==> src/rtl/cc_rst_seq.sv <==
// ---------------------------------------------------------------------------
// cc_rst_seq
//
// Soft-reset sequencer for a core complex. When syscfg requests a soft reset,
// the sequencer gates new AXI address requests from the core, waits for all
// outstanding reads and writes to complete (bounded by a timeout), holds the
// core in reset for a fixed number of cycles, then latches the boot address
// and releases the core. This keeps the core from being reset while it still
// has transactions in flight on the crossbar.
//
// Parameters:
//   HOLD_CYCLES     cycles core_rst_no stays low in RESET (>= 1)
//   TIMEOUT_CYCLES  maximum cycles spent draining (>= 1)
//   MAX_OUTST       maximum outstanding transactions per direction
//
// Ports:
//   clk_i           core clock
//   rst_ni          synchronous active-low reset
//   soft_rst_req_i  level soft-reset request from syscfg
//   boot_addr_i     boot address from syscfg
//   aw_fire_i       AW handshake on the core master port
//   ar_fire_i       AR handshake on the core master port
//   b_fire_i        B handshake on the core master port
//   r_last_fire_i   last-beat R handshake on the core master port
//   axi_gate_o      1: force the core's AW/AR valid low
//   core_rst_no     core soft reset, active-low
//   boot_addr_o     latched boot address presented to the core
//   busy_o          sequencer is not in RUN
//   timeout_o       sticky: last drain ended by timeout
//   err_o           sticky: an outstanding counter over/underflowed
// ---------------------------------------------------------------------------
module cc_rst_seq #(
    parameter int HOLD_CYCLES    = 16,
    parameter int TIMEOUT_CYCLES = 1024,
    parameter int MAX_OUTST      = 15
) (
    input  logic        clk_i,
    input  logic        rst_ni,
    input  logic        soft_rst_req_i,
    input  logic [31:0] boot_addr_i,
    input  logic        aw_fire_i,
    input  logic        ar_fire_i,
    input  logic        b_fire_i,
    input  logic        r_last_fire_i,
    output logic        axi_gate_o,
    output logic        core_rst_no,
    output logic [31:0] boot_addr_o,
    output logic        busy_o,
    output logic        timeout_o,
    output logic        err_o
);

    localparam int CW = $clog2(MAX_OUTST + 1);
    localparam int HW = (HOLD_CYCLES > 1) ? $clog2(HOLD_CYCLES) : 1;
    localparam int TW = (TIMEOUT_CYCLES > 1) ? $clog2(TIMEOUT_CYCLES) : 1;

    localparam logic [CW-1:0] CNT_MAX  = CW'(MAX_OUTST);
    localparam logic [HW-1:0] HOLD_END = HW'(HOLD_CYCLES - 1);
    localparam logic [TW-1:0] TO_END   = TW'(TIMEOUT_CYCLES - 1);

    typedef enum logic [1:0] {
        ST_RUN      = 2'd0,
        ST_DRAIN    = 2'd1,
        ST_RESET    = 2'd2,
        ST_WAIT_REL = 2'd3
    } state_t;

    state_t state_reg, state_next;

    logic [HW-1:0] hold_cnt_reg, hold_cnt_next;
    logic [TW-1:0] to_cnt_reg, to_cnt_next;
    logic          timeout_reg, timeout_next;
    logic          err_reg;
    logic          gate_reg;
    logic          rst_n_reg;
    logic          busy_reg;
    logic [31:0]   boot_addr_reg;

    // ------------------------------------------------------------------
    // Outstanding counters, index 0 = write (AW/B), index 1 = read (AR/R).
    // ------------------------------------------------------------------
    logic [1:0]         cnt_inc;
    logic [1:0]         cnt_dec;
    logic [1:0][CW-1:0] cnt_reg;
    logic [1:0][CW-1:0] cnt_next;
    logic [1:0]         cnt_err;
    logic               cnt_clear;
    logic               cnt_idle;

    assign cnt_inc = {ar_fire_i, aw_fire_i};
    assign cnt_dec = {r_last_fire_i, b_fire_i};

    generate
        for (genvar gi = 0; gi < 2; gi++) begin : g_cnt
            logic up_only;
            logic dn_only;
            logic ovf;
            logic unf;

            // A request and a response in the same cycle cancel out and can
            // never over/underflow, even at the counter limits.
            assign up_only = cnt_inc[gi] & ~cnt_dec[gi];
            assign dn_only = cnt_dec[gi] & ~cnt_inc[gi];
            assign ovf     = up_only & (cnt_reg[gi] == CNT_MAX);
            assign unf     = dn_only & (cnt_reg[gi] == '0);

            assign cnt_err[gi]  = ovf | unf;
            assign cnt_next[gi] = (up_only && !ovf) ? cnt_reg[gi] + CW'(1) :
                                  (dn_only && !unf) ? cnt_reg[gi] - CW'(1) :
                                                      cnt_reg[gi];
        end
    endgenerate

    assign cnt_idle = (cnt_reg[0] == '0) && (cnt_reg[1] == '0);

    // ------------------------------------------------------------------
    // Next-state logic
    // ------------------------------------------------------------------
    always_comb begin
        state_next    = state_reg;
        hold_cnt_next = hold_cnt_reg;
        to_cnt_next   = to_cnt_reg;
        timeout_next  = timeout_reg;

        case (state_reg)
            ST_RUN: begin
                if (soft_rst_req_i) begin
                    state_next  = ST_DRAIN;
                    to_cnt_next = '0;
                end
            end
            ST_DRAIN: begin
                // Request deassertion is ignored here: once draining starts
                // the sequence always completes. Completion beats timeout.
                if (cnt_idle) begin
                    state_next    = ST_RESET;
                    hold_cnt_next = '0;
                    timeout_next  = 1'b0;
                end else if (to_cnt_reg == TO_END) begin
                    state_next    = ST_RESET;
                    hold_cnt_next = '0;
                    timeout_next  = 1'b1;
                end else begin
                    to_cnt_next = to_cnt_reg + TW'(1);
                end
            end
            ST_RESET: begin
                if (hold_cnt_reg == HOLD_END) begin
                    hold_cnt_next = '0;
                    state_next    = soft_rst_req_i ? ST_WAIT_REL : ST_RUN;
                end else begin
                    hold_cnt_next = hold_cnt_reg + HW'(1);
                end
            end
            ST_WAIT_REL: begin
                if (!soft_rst_req_i) begin
                    state_next = ST_RUN;
                end
            end
            default: begin
                state_next = ST_RESET;
            end
        endcase
    end

    // Pending core transactions are discarded when the core goes into reset.
    assign cnt_clear = (state_reg == ST_DRAIN) && (state_next == ST_RESET);

    // ------------------------------------------------------------------
    // State, counters and registered outputs
    // ------------------------------------------------------------------
    always_ff @(posedge clk_i) begin
        if (!rst_ni) begin
            state_reg     <= ST_RESET;
            hold_cnt_reg  <= '0;
            to_cnt_reg    <= '0;
            cnt_reg       <= '0;
            timeout_reg   <= 1'b0;
            err_reg       <= 1'b0;
            gate_reg      <= 1'b1;
            rst_n_reg     <= 1'b0;
            busy_reg      <= 1'b1;
            boot_addr_reg <= '0;
        end else begin
            state_reg    <= state_next;
            hold_cnt_reg <= hold_cnt_next;
            to_cnt_reg   <= to_cnt_next;
            timeout_reg  <= timeout_next;
            err_reg      <= err_reg | (|cnt_err);
            cnt_reg      <= cnt_clear ? '0 : cnt_next;

            // Outputs are decoded from the next state so they change on the
            // same edge as the state register.
            gate_reg  <= (state_next != ST_RUN);
            busy_reg  <= (state_next != ST_RUN);
            rst_n_reg <= (state_next == ST_RUN) || (state_next == ST_DRAIN);

            // Track the boot address while the core is held; the final load
            // happens on the release edge, so it is stable from then on.
            if ((state_reg == ST_RESET) || (state_reg == ST_WAIT_REL)) begin
                boot_addr_reg <= boot_addr_i;
            end
        end
    end

    assign axi_gate_o  = gate_reg;
    assign core_rst_no = rst_n_reg;
    assign busy_o      = busy_reg;
    assign boot_addr_o = boot_addr_reg;
    assign timeout_o   = timeout_reg;
    assign err_o       = err_reg;

endmodule

==> config.mk <==
export PLATFORM = sky130hd
export DESIGN_NAME = cc_rst_seq
export DESIGN_NICKNAME = d
export VERILOG_FILES = /design/src/rtl/cc_rst_seq.sv
export SDC_FILE = /design/constraint.sdc
export NUM_CORES = 1
export LEC_CHECK = 0
export ABC_AREA = 1
export CORE_ASPECT_RATIO = 0.6
export CORE_MARGIN = 4
export CORE_UTILIZATION = 35
export DETAILED_ROUTE_END_ITERATION = 10
export SYNTH_ARGS = -nofsm -noshare
export SYNTH_HDL_FRONTEND = slang
export SYNTH_SLANG_ARGS = --single-unit
==> constraint.sdc <==
create_clock -name clk_i -period 1.9 [get_ports clk_i]
set_input_delay 0.475 -clock clk_i [delete_from_list [all_inputs] [get_ports clk_i]]
set_output_delay 0.475 -clock clk_i [all_outputs]
set_load 0.05 [all_outputs]
Word-level counts from Yosys, hierarchy flattened
Index checks and enable logic that the tools add are counted.
- add/sub/neg operators: 6
- eq/ne operators: 13
- multiplexer cells: 21
- bitwise logic cells: 16
- reductions and logical operators: 27
- operators by type and width (operator ; count):
    10-bit two-way mux ; 3
    4-bit two-way mux ; 7
    10-bit one-hot mux with 2 select lines ; 1
    4-bit by 1-bit adder with 4-bit output, second input constant ; 3
    4-bit == test, second input constant ; 3
    2-bit two-way mux ; 6
    2-bit nonzero test ; 6
    10-bit by 1-bit adder with 10-bit output, second input constant ; 1
    10-bit == test, second input constant ; 1
    1-bit AND ; 8
    4-bit zero test ; 2
    2-bit one-hot mux with 4 select lines ; 1
    4-bit one-hot mux with 2 select lines ; 1
    4-bit by 1-bit subtractor with 4-bit output, second input constant ; 2
    2-bit == test, second input constant ; 3
    1-bit logical AND ; 6
    2-bit != test, second input constant ; 3
    1-bit inverter ; 5
    2-bit by 1-bit == test with 1-bit output, second input constant ; 2
    1-bit zero test ; 4
    2-bit zero test ; 2
    2-bit AND reduction ; 2
    4-bit AND reduction ; 1
    2-bit OR reduction ; 2
    other kinds (4) ; 8
- register bits: 60
- bits of input ports: 39
- output and inout bits: 37
- logic and storage cells: 93

Longest topological paths before layout
- depth after elaboration: 7
- depth in mapped cells: 14
- gate-level depth less buffers: 14

Least setup slack after synthesis
No wires, ideal clock.
- kind: flip-flop to flip-flop
- from: reg cnt_reg[4] in the netlist's numbering
- to: reg cnt_reg[7] in the netlist's numbering
- setup time: 114 ps
- arrival: 1728 ps
- data required time: 1786 ps
- slack: 58 ps
- stages on the path, launching flop included: 12
- buffers on the path: 0
- clock period less this slack: 1842 ps
- cell sequence: dfxtp_1 -> nand2_1 -> o21bai_1 -> ha_1 -> nand2_1 -> inv_1 -> o21ai_0 -> nand2_1 -> o21ai_0 -> nand2_1 -> nand2_1 -> nor2_1
- cells in the longest elaborated chain, start to end: 7
- elaborated cells between the ends (all ways): 19
- classes of those cells: 2 x add/sub; 2 x eq/ne; 4 x mux; 2 x bitwise; 9 x reduce/logical
- ends and longest elaborated chain (item ; line ; RTL):
    start: declaration ; 84 ; logic [1:0][CW-1:0] cnt_reg;
    start signal: assignment ; 190 ; cnt_reg <= cnt_clear ? '0 : cnt_next;
    4-bit zero test ; 105, 114 ;
    1-bit logical AND ; 114 ; assign cnt_idle = (cnt_reg[0] == '0) && (cnt_reg[1] == '0);
    2-bit two-way mux ; 135 ; if (cnt_idle) begin
    2-bit one-hot mux with 4 select lines ; 125 ; case (state_reg)
    2-bit == test ; 167 ; assign cnt_clear = (state_reg == ST_DRAIN) && (state_next == ST_RESET);
    1-bit logical AND ; 167 ;
    2-bit OR reduction (no line) ; -- ;
Parallel ways exist; a longest one is shown, timed or not. The select of a mux whose other input is x is not followed.
A chain may end at the register's enable or synchronous reset.

Final worst setup path
- from: in aw_fire_i
- to: reg cnt_reg[2] in the netlist's numbering
- cells in the longest elaborated chain, start to end: 6
- elaborated cells between the ends (all ways): 11
- classes of those cells: 1 x mux; 5 x bitwise; 5 x reduce/logical
- ends and longest elaborated chain (item ; line ; RTL):
    start: declaration ; 41 ; input logic aw_fire_i,
    1-bit inverter ; 103 ; assign dn_only = cnt_dec[gi] & ~cnt_inc[gi];
    1-bit AND ; 103 ;
    1-bit AND ; 105 ; assign unf = dn_only & (cnt_reg[gi] == '0);
    1-bit zero test ; 109 ; (dn_only && !unf) ? cnt_reg[gi] - CW'(1) :
    1-bit logical AND ; 109 ;
    2-bit nonzero test (no line) ; -- ;
Parallel ways exist; a longest one is shown, timed or not.

==> reports/qor.csv <==
metric,value,unit
H-tree depth,3,
initial DRC count,173,
min Tclk post-route,1.842,ns
post-route cell area,4001,sq um
share of layout cells above drive strength 1,0.1979,
status,completed,
CTS sink count,60,
"Seq/Total Area, Yosys",0.4368,
Hold WC Path Type,reg -> reg,
drt wl/cell,12.90,um
Pwr Density,945.2,nW/um^2
antenna violations before repair,0,
drt pass-1 iters,7,
width of the chip,122.4,um
Synth Instances,384,
Clock Skew,0.007846,ns
Least-Margin Pin Slew,0.4348,ns
"Cell Area, Synth",2750,sq um
max reg flops,32,
row count,24,
Layout area overhead,45.50,%
fmax,0.5427,GHz
Ant. Diodes,0,
slowest CP cell,clkdlybuf4s50_1,
Max Root-Sink Buffers,2,
R2R Setup Slk,0.14,ns
max-cap viol count,0,
Overall Global Routing Usage,0.1663,
DP Wirelength,5336,um
Worst-path clk slew,0.05,ns
final period utilization,0.9697,
Final Slew Violations,0,
Die ar.,9386,sq um
Post-Route WL,7534,um
Critical Path RT,2.12,ns
WS Path Type,in -> reg,
largest net degree at the start of global routing,27,
crit-path most repeated cell,nand2_1,
Syn Area/Cell,7.162,sq um
Starting Density,0.3693,
Detail Route Antenna Nets,0,
CORE AREA,7447,sq um
worst path cell trace,clkdlybuf4s50_1 -> nand2_1 -> nor2_2 -> inv_2 -> buf_4 -> fa_1 -> xnor2_1 -> nand2_1 -> o21ai_0 -> nor2_1,
post-synthesis register bit count,60,
WHS Endpoint,timeout_o,
"EDFF count, synth",0,
placed inst area,3620,sq um
Vias,2703,
I/O Buffers,75,
setup TNS,0,ns
RR Endpoint,cnt_reg[7],
Relative slew margins,0.7082,
CTS Buf Count,9,
post-synth cell types,35,
crit-path max cell delay,0.47,ns
CTS tree,done,
unrepaired setup endpoints after global routing,no,
setup violators final,0,
Hold Fails Final Rpt,0,
IO Count,76,
nets@finish,523,
Hold Crit Depth,2,
clk root buf,clkbuf_16,
Ys Warns,0,
vias in the first global route,2575,
worst skew pair latency,0.33,ns
worst hold start,timeout_o,
R2R Path Start,cnt_reg[6],
final core utilization,0.5373,
critical path data arrival time,2.06,ns
post-DR vias/cell,4.628,
grt total ovfl,0,
GP Congestion,0.8538,
CP Launch Type,input port,
Die Ht,76.66,um
crit-path max FO,4,
Worst Reg-to-Reg Cells,10,
leakage,1.764,nW
Synth Flop Type,dfxtp_1,
VDD IR-drop max,597.5,uV
asr flop ratio synth,0,
Post-route DRC,0,
global-route wire length before repair,12350,um
syn_nets,431,
Worst setup EP type,register,
-- layer usage --
layer  track usage  wire length (um)
met5             0                 0
met4       0.05587                65
met3        0.1118               982
met2        0.2132              2937
met1        0.2190              3547
-- stage by stage --
step                      cells  hold slack (ns)  total power [mW]  worst slack (ns)
after detailed placement    569           0.4657             2.024           -0.3736
final                       584           0.4728             3.782           0.05751
after global routing        584           0.5096             3.944          0.006191
after CTS                   584           0.4736             3.800           0.01671
after floorplan             384           0.4545             1.785           0.05766
after global placement      569           0.4661             2.017           -0.3449
-- cells by family after synthesis --
kind of cell    after synthesis  synth area share
flops                        60            0.4368
fa+ha+maj                     8           0.04186
buf+inv                      49           0.07143
compound gates               72            0.1379
simple gates                191            0.2994
xor+xnor                      4           0.01274
-- synth_stat cells (3+ instances only) --
cell	n	area (sq um)
inv_1	33	123.9
clkbuf_1	8	30.03
nand3_1	21	105.1
ha_1	6	75.07
nand2_1	64	240.2
dfxtp_1	60	1201
nand4_1	4	25.02
nor2_1	89	334.1
o21ai_0	42	210.2
nand2_2	3	18.77
xnor2_1	3	26.28
a21oi_1	21	105.1
-- cell usage in the layout (no fill, tap or decap), drive strengths merged, types with 11 or more instances in the layout --
cell type      synthesis  layout
inv                   35      35
a21oi                 21      21
clkdlybuf4s50          0      36
nand3                 22      22
nand2                 69      69
o21ai                 44      44
nor2                  92      92
dfxtp                 60      60
buf                    5      56
clkbuf                 8      11
-- where the power goes --
part	internal, mW	leakage [nW]	total, mW	switching [mW]
clock network	1.18	0.156	1.74	0.563
logic	0.276	1.11	0.658	0.382
registers	1.33	0.495	1.39	0.0526
-- worst max-delay path, delay by kind of cell --
family          cells  cell delay, ns
compound gates      1            0.08
xor+xnor            1            0.16
fa+ha+maj           1            0.37
buf+inv             3            0.67
simple gates        4            0.31
-- timing repair --
item                                    CTS  global route
gates resized for setup                   7            12
hold buffers                              0             0
buffers inserted                          0             0
pin swaps                                 4             6
endpoints found under the setup margin    2             4
-- final cells by class --
class                      instances  area [sq um]
timing repair buffer              94         809.5
fill                             739          3446
clock inverter                     4         73.82
clock buffer                      11         242.7
sequential                        60          1202
tap                              104         130.1
multi-input combinational        275          1408
inverter                          36         135.1
-- worst max-delay path by stage --
stage / slack [ns] / from / cells past startpoint / endpoint
after floorplan: 0.06 / cnt_reg[4] / 11 / cnt_reg[7]
after global placement: -0.34 / aw_fire_i / 13 / cnt_reg[3]
after detailed placement: -0.37 / aw_fire_i / 13 / cnt_reg[3]
after CTS: 0.02 / ar_fire_i / 12 / cnt_reg[7]
after global routing: 0.006 / b_fire_i / 14 / cnt_reg[3]
final: 0.06 / aw_fire_i / 10 / cnt_reg[2]
Note: power is estimated with default switching activity, not from simulation.
